==> src/rtl/pipe_ctrl_pkg.sv <==
// Shared definitions for the pipeline control unit.
// Latency: none (constants and types only).
// Backpressure: not applicable.
// Contents: stage index constants, multi-cycle FSM state encoding, NOP control word.
package pipe_ctrl_pkg;

  // Pipeline register indices: 0 is the PC, then the inter-stage registers.
  localparam int STG_PC     = 0;
  localparam int STG_IF_ID  = 1;
  localparam int STG_ID_EX  = 2;
  localparam int STG_EX_MEM = 3;
  localparam int STG_WB     = 4;

  // Multi-cycle operation tracker states.
  typedef enum logic [1:0] {
    MC_IDLE = 2'd0,
    MC_BUSY = 2'd1,
    MC_DONE = 2'd2
  } mc_state_t;

  // Control word loaded into a register that is bubbled or flushed.
  localparam logic [31:0] NOP_CTRL = 32'h0000_0000;

endpackage

==> src/rtl/pipe_ctrl_stall_merge.sv <==
// Priority merge of per-register hold requests into stall and bubble vectors.
// Latency: purely combinational.
// Backpressure: the highest requesting register and everything upstream of it hold.
// Ports: i_req  - bit k set when register k must hold
//        o_stall - bit j set for every j <= highest requested index
//        o_bubble - single bit just downstream of the highest held register
module pipe_ctrl_stall_merge #(
  parameter int N = 5
) (
  input  logic [N-1:0] i_req,
  output logic [N-1:0] o_stall,
  output logic [N-1:0] o_bubble
);

  logic w_acc;

  always_comb begin
    w_acc    = 1'b0;
    o_stall  = '0;
    o_bubble = '0;
    // Suffix-OR from the top: a register holds if it or anything downstream holds.
    for (int j = N - 1; j >= 0; j--) begin
      w_acc      = w_acc | i_req[j];
      o_stall[j] = w_acc;
    end
    // The first non-held register after the held block receives the bubble.
    for (int j = 1; j < N; j++) begin
      o_bubble[j] = o_stall[j-1] & ~o_stall[j];
    end
  end

endmodule

==> src/rtl/pipe_ctrl.sv <==
// Pipeline control: merges stall requests, multi-cycle-op stall and flush into strobes.
// Latency: strobes are combinational; FSM and stall counter update on the rising edge.
// Backpressure: stall requests hold upstream registers; flush overrides all holds.
// Ports: clk/rst_n clock and async active-low reset; stallreq_i per-register hold requests;
//        mc_start_i multi-cycle op start; flush_i/flush_pc_i redirect; stall_o/bubble_o/flush_o
//        per-register strobes; new_pc_vld_o/new_pc_o redirect to PC; mc_busy_o/mc_done_o op
//        status; stall_cnt_o saturating count of PC-stall cycles.
module pipe_ctrl
  import pipe_ctrl_pkg::*;
#(
  parameter int NSTAGE = 5,
  parameter int MC_IDX = STG_ID_EX,
  parameter int MC_LAT = 4,
  parameter int FL_IDX = STG_EX_MEM,
  parameter int CNT_W  = 16
) (
  input  logic              clk,
  input  logic              rst_n,
  input  logic [NSTAGE-1:0] stallreq_i,
  input  logic              mc_start_i,
  input  logic              flush_i,
  input  logic [31:0]       flush_pc_i,
  output logic [NSTAGE-1:0] stall_o,
  output logic [NSTAGE-1:0] bubble_o,
  output logic [NSTAGE-1:0] flush_o,
  output logic              new_pc_vld_o,
  output logic [31:0]       new_pc_o,
  output logic              mc_busy_o,
  output logic              mc_done_o,
  output logic [CNT_W-1:0]  stall_cnt_o
);

  localparam int MCW = (MC_LAT > 2) ? $clog2(MC_LAT) : 1;

  mc_state_t         r_state, w_state_nxt;
  logic [MCW-1:0]    r_mc_cnt, w_mc_cnt_nxt;
  logic [CNT_W-1:0]  r_stall_cnt;
  logic [NSTAGE-1:0] w_req, w_merge_stall, w_merge_bubble, w_flush_mask;

  always_ff @(posedge clk or negedge rst_n) begin
    if (!rst_n) begin
      r_state  <= MC_IDLE;
      r_mc_cnt <= '0;
    end else begin
      r_state  <= w_state_nxt;
      r_mc_cnt <= w_mc_cnt_nxt;
    end
  end

  // The start cycle itself is not stalled; BUSY covers MC_LAT-2 cycles and
  // the counter reaches 0 on entry to DONE. With MC_LAT=2 there is no BUSY.
  always_comb begin
    w_state_nxt  = r_state;
    w_mc_cnt_nxt = r_mc_cnt;
    if (flush_i) begin
      w_state_nxt  = MC_IDLE;
      w_mc_cnt_nxt = '0;
    end else begin
      case (r_state)
        MC_IDLE, MC_DONE: begin
          if (mc_start_i) begin
            if (MC_LAT == 2) begin
              w_state_nxt  = MC_DONE;
              w_mc_cnt_nxt = '0;
            end else begin
              w_state_nxt  = MC_BUSY;
              w_mc_cnt_nxt = MCW'(MC_LAT - 2);
            end
          end else if (r_state == MC_DONE) begin
            w_state_nxt = MC_IDLE;
          end
        end
        MC_BUSY: begin
          w_mc_cnt_nxt = r_mc_cnt - MCW'(1);
          if (r_mc_cnt == MCW'(1)) begin
            w_state_nxt = MC_DONE;
          end
        end
        default: begin
          w_state_nxt  = MC_IDLE;
          w_mc_cnt_nxt = '0;
        end
      endcase
    end
  end

  always_comb begin
    w_req = stallreq_i;
    if (r_state == MC_BUSY) begin
      w_req[MC_IDX] = 1'b1;
    end
    for (int j = 0; j < NSTAGE; j++) begin
      w_flush_mask[j] = (j >= 1) && (j < FL_IDX);
    end
  end

  pipe_ctrl_stall_merge #(
    .N (NSTAGE)
  ) u_stall_merge (
    .i_req    (w_req),
    .o_stall  (w_merge_stall),
    .o_bubble (w_merge_bubble)
  );

  // Reset gates every strobe so nothing downstream moves while rst_n is low.
  always_comb begin
    stall_o      = '0;
    bubble_o     = '0;
    flush_o      = '0;
    new_pc_vld_o = 1'b0;
    new_pc_o     = NOP_CTRL;
    mc_busy_o    = 1'b0;
    mc_done_o    = 1'b0;
    if (rst_n) begin
      mc_busy_o = (r_state == MC_BUSY);
      if (flush_i) begin
        flush_o      = w_flush_mask;
        new_pc_vld_o = 1'b1;
        new_pc_o     = flush_pc_i;
      end else begin
        stall_o   = w_merge_stall;
        bubble_o  = w_merge_bubble;
        mc_done_o = (r_state == MC_DONE);
      end
    end
  end

  always_ff @(posedge clk or negedge rst_n) begin
    if (!rst_n) begin
      r_stall_cnt <= '0;
    end else if (stall_o[STG_PC] && (r_stall_cnt != {CNT_W{1'b1}})) begin
      r_stall_cnt <= r_stall_cnt + CNT_W'(1);
    end
  end

  assign stall_cnt_o = r_stall_cnt;

endmodule
==> config.mk <==
export PLATFORM = sky130hd
export DESIGN_NAME = pipe_ctrl
export DESIGN_NICKNAME = d
export VERILOG_FILES = /design/src/rtl/pipe_ctrl_pkg.sv /design/src/rtl/pipe_ctrl_stall_merge.sv /design/src/rtl/pipe_ctrl.sv
export SDC_FILE = /design/constraint.sdc
export NUM_CORES = 1
export LEC_CHECK = 0
export BUFFER_PORTS_ARGS = -buffer_cell sky130_fd_sc_hd__clkbuf_2
export CAP_MARGIN = 15
export CORE_ASPECT_RATIO = 0.8
export CORE_MARGIN = 5
export CORE_UTILIZATION = 40
export DETAILED_ROUTE_END_ITERATION = 10
export PLACE_DENSITY = 0.79
export SLEW_MARGIN = 20
export SYNTH_ARGS = -nofsm -noshare
export SYNTH_HDL_FRONTEND = slang
export SYNTH_SLANG_ARGS = --single-unit
==> constraint.sdc <==
create_clock -name clk -period 1.96 [get_ports clk]
set_input_delay 0.196 -clock clk [delete_from_list [all_inputs] [get_ports clk]]
set_output_delay 0.196 -clock clk [all_outputs]
set_load 0.01 [all_outputs]
==> metrics <==
total I/O pin count=107; Critical Path Sink Type=primary output; Antenna Cells=0; YS warnings=0; HP Class=in2reg; Die H=62.5 microns; post-layout min period=1820 ps; Reg area=500 sq um; Synth Register Bits=20; run status=completed; crit share post-route=0.931; number of distinct library cells after synthesis=31; clk_lat worst skew=270 ps; reg2reg path depth=5; total grt overflow=0; final hold violations=0; post-synthesis sequential area ratio=0.364; min-delay src=mc_start_i; CP Launch Type=input port; IO buf count=102; num rows=19; worst endpoint data arrival time=1630 ps; DRC viols=0; Final Skew=12.0 ps; Worst EP required=1760 ps; Vias/cell=4.80; 1st-iter DRT viols=60; total track usage=0.168; Clock Tree Buf Depth=2; gpl congestion=0.788; CP Depth=6; final wirelength=4080 microns; CTS Sinks=20; Rel. slew slack=0.627; Crit Path Class=in2out; leak pwr=1.25 nW; CTS buffer count=3; area post-placement=1910 sq um; area occupied by multi-input gates=797 sq um; R2R Setup Slk=140 ps; drt wl/cell=13.7 microns; die width=75.6 microns; DRT antenna net count=0; Worst path max stage delay=580 ps; initial antenna violation count=0; critical path's most frequent cell=clkbuf_2; setup ws final=135 ps; Area Overhead vs Synth=46.5%; Worst Hold Depth=3; die area=4720 sq um; Initial Util=0.408; Max-Cap Viols=0; WHS Endpoint=r_state[0]$_DFFE_PN0P_; Peak Freq=548 MHz; fraction of layout cells with a size suffix above 1=0.484; slowest CP cell=dlygate4sd3_1; drt first pass iters=4; origin of the critical flop-to-flop path=stall_cnt_o[11]$_DFFE_PN0P_; asr flop ratio synth=1.00; Mean Syn Cell Area=9.00 sq um; largest net degree at the start of global routing=45; Most used DFF post-synth=dfrtp_1; first-pass GRT wire length=6420 microns; Max VDD drop=0.561 mV; clk slew on worst S/H paths=70 ps; Final nets=300; power density cells=719 nW/um^2; number of global-route vias before repair=1389; setup_tns=0 ps; core area=3380 sq um; Crit Path Max Fanout=44; final non-filler cell total=298; placed cell count=291; reg2reg end=stall_cnt_o[13]$_DFFE_PN0P_; RSZ-0062 raised after global routing=false; CP cell instances=clkbuf_2, dlygate4sd3_1, buf_8, nand2b_1, nor3b_1, clkbuf_2; Final setup viols=0; CP top delay family=buffers and inverters; H-Tree Depth=1; TritonCTS clock tree=yes; Cells after Synth=153; Root Driver=clkbuf_8; worst hold slack=222 ps; EDFF count, synth=0; Cell Area, Synth=1380 sq um; setup slack at placement=94.0 ps; vias=1431; Tightest Pin Transition=557 ps; fillers=305; cell area after layout=2020 sq um; count of pins over their slew limit=0; WP buf/inv=4; DP HPWL=3260 microns
[synth_stat cells, types with 2 or more instances]
cell | number | share of area
clkbuf_1 | 7 | 0.019
nor3_1 | 3 | 0.011
and2_1 | 3 | 0.014
buf_4 | 6 | 0.033
dfrtp_1 | 20 | 0.36
nand2_1 | 9 | 0.025
inv_1 | 4 | 0.011
mux2_2 | 2 | 0.016
a21oi_1 | 3 | 0.011
xor2_1 | 10 | 0.064
nor3b_1 | 3 | 0.016
nor2_1 | 12 | 0.033
xnor2_1 | 4 | 0.025
and3_1 | 40 | 0.18
a211oi_1 | 2 | 0.011
nand2b_1 | 3 | 0.014
ha_1 | 2 | 0.018
nand4_1 | 2 | 0.0091
and2b_2 | 2 | 0.013
nand3_1 | 5 | 0.018
[worst reg2reg max path, cell delays in order, from the launching register on]
cell	delay, ps
dfrtp_1	410
and4_2	270
nor2b_4	160
a2111oi_4	490
nor3b_2	270
xor2_1	160
[final cells by class]
| type | instances | share of cell area |
|---|---|---|
| multi-input combinational | 118 | 0.395 |
| timing repair buffer | 109 | 0.286 |
| sequential | 20 | 0.248 |
| tap | 42 | 0.0261 |
| clock buffer | 3 | 0.0205 |
| clock inverter | 1 | 0.0149 |
| inverter | 5 | 0.00931 |
[where the power goes]
part	internal [W]	leakage, nW	switching (W)
registers	0.000489	0.261	0.0000914
clock network	0.000273	0.0357	0.000146
logic	0.000212	0.950	0.000237
[per-stage QoR]
step | utilization | total power (W)
5_1_grt | 0.597 | 0.00152
6_report | 0.597 | 0.00145
3_3_place_gp | 0.566 | 0.00100
2_1_floorplan | - | 0.000816
3_5_place_dp | 0.566 | 0.00102
4_1_cts | 0.593 | 0.00144
[layer usage]
layer	up-vias	track usage	share of wire
met2	43	0.276	0.48
met4	0	0.0328	0.0086
met5	-	0	0
li1	726	-	-
met1	657	0.225	0.45
met3	5	0.0370	0.058
[cell usage in the layout (no fill, tap or decap), drive strengths merged, types with 3 or more instances in the layout]
cell type,Yosys,layout
buf,6,5
nor3b,4,4
nor3,3,3
clkbuf,7,105
xor2,10,10
dfrtp,20,20
conb,1,4
and2,3,3
xnor2,4,4
nand2,9,9
nor2,12,12
a21oi,4,4
and3,40,40
inv,5,5
nand2b,3,3
nand3,5,5
[sequential cells by signal, indices dropped and copies added, names as in the netlist]
| signal | flops |
|---|---|
| stall_cnt_o | 16 |
| r_mc_cnt | 2 |
| r_state | 2 |
[cell families (layout without fill, tap and decap cells)]
kind of cell	Yosys count	in the layout	synth area share
other	1	4	0.00272
multiplexers	2	2	0.0164
AO/OA/AOI/OAI	8	8	0.0636
AND/OR/NAND/NOR	88	88	0.381
adder cells (fa/ha/maj)	2	2	0.0182
buffers and inverters	18	118	0.0654
flip-flops	20	20	0.364
XOR/XNOR	14	14	0.0891
[how the worst max path moves through the flow]
stage	from	to	slack, ps
3_3_place_gp	stall_cnt_o[0]$_DFFE_PN0P_	stall_cnt_o[13]$_DFFE_PN0P_	170
3_5_place_dp	stall_cnt_o[0]$_DFFE_PN0P_	stall_cnt_o[13]$_DFFE_PN0P_	90
4_1_cts	rst_n	bubble_o[4]	20
5_1_grt	stall_cnt_o[1]$_DFFE_PN0P_	stall_cnt_o[6]$_DFFE_PN0P_	10
2_1_floorplan	stall_cnt_o[0]$_DFFE_PN0P_	stall_cnt_o[13]$_DFFE_PN0P_	180
6_report	rst_n	bubble_o[4]	140
[repair_timing]
item | CTS | global route
endpoints found under the hold margin | 12 | 0
buffers inserted | 0 | 1
hold buffers | 2 | 0
resized for setup | 0 | 2
endpoints found under the setup margin | 0 | 4
No activity file was read; power rests on OpenSTA's default activity.
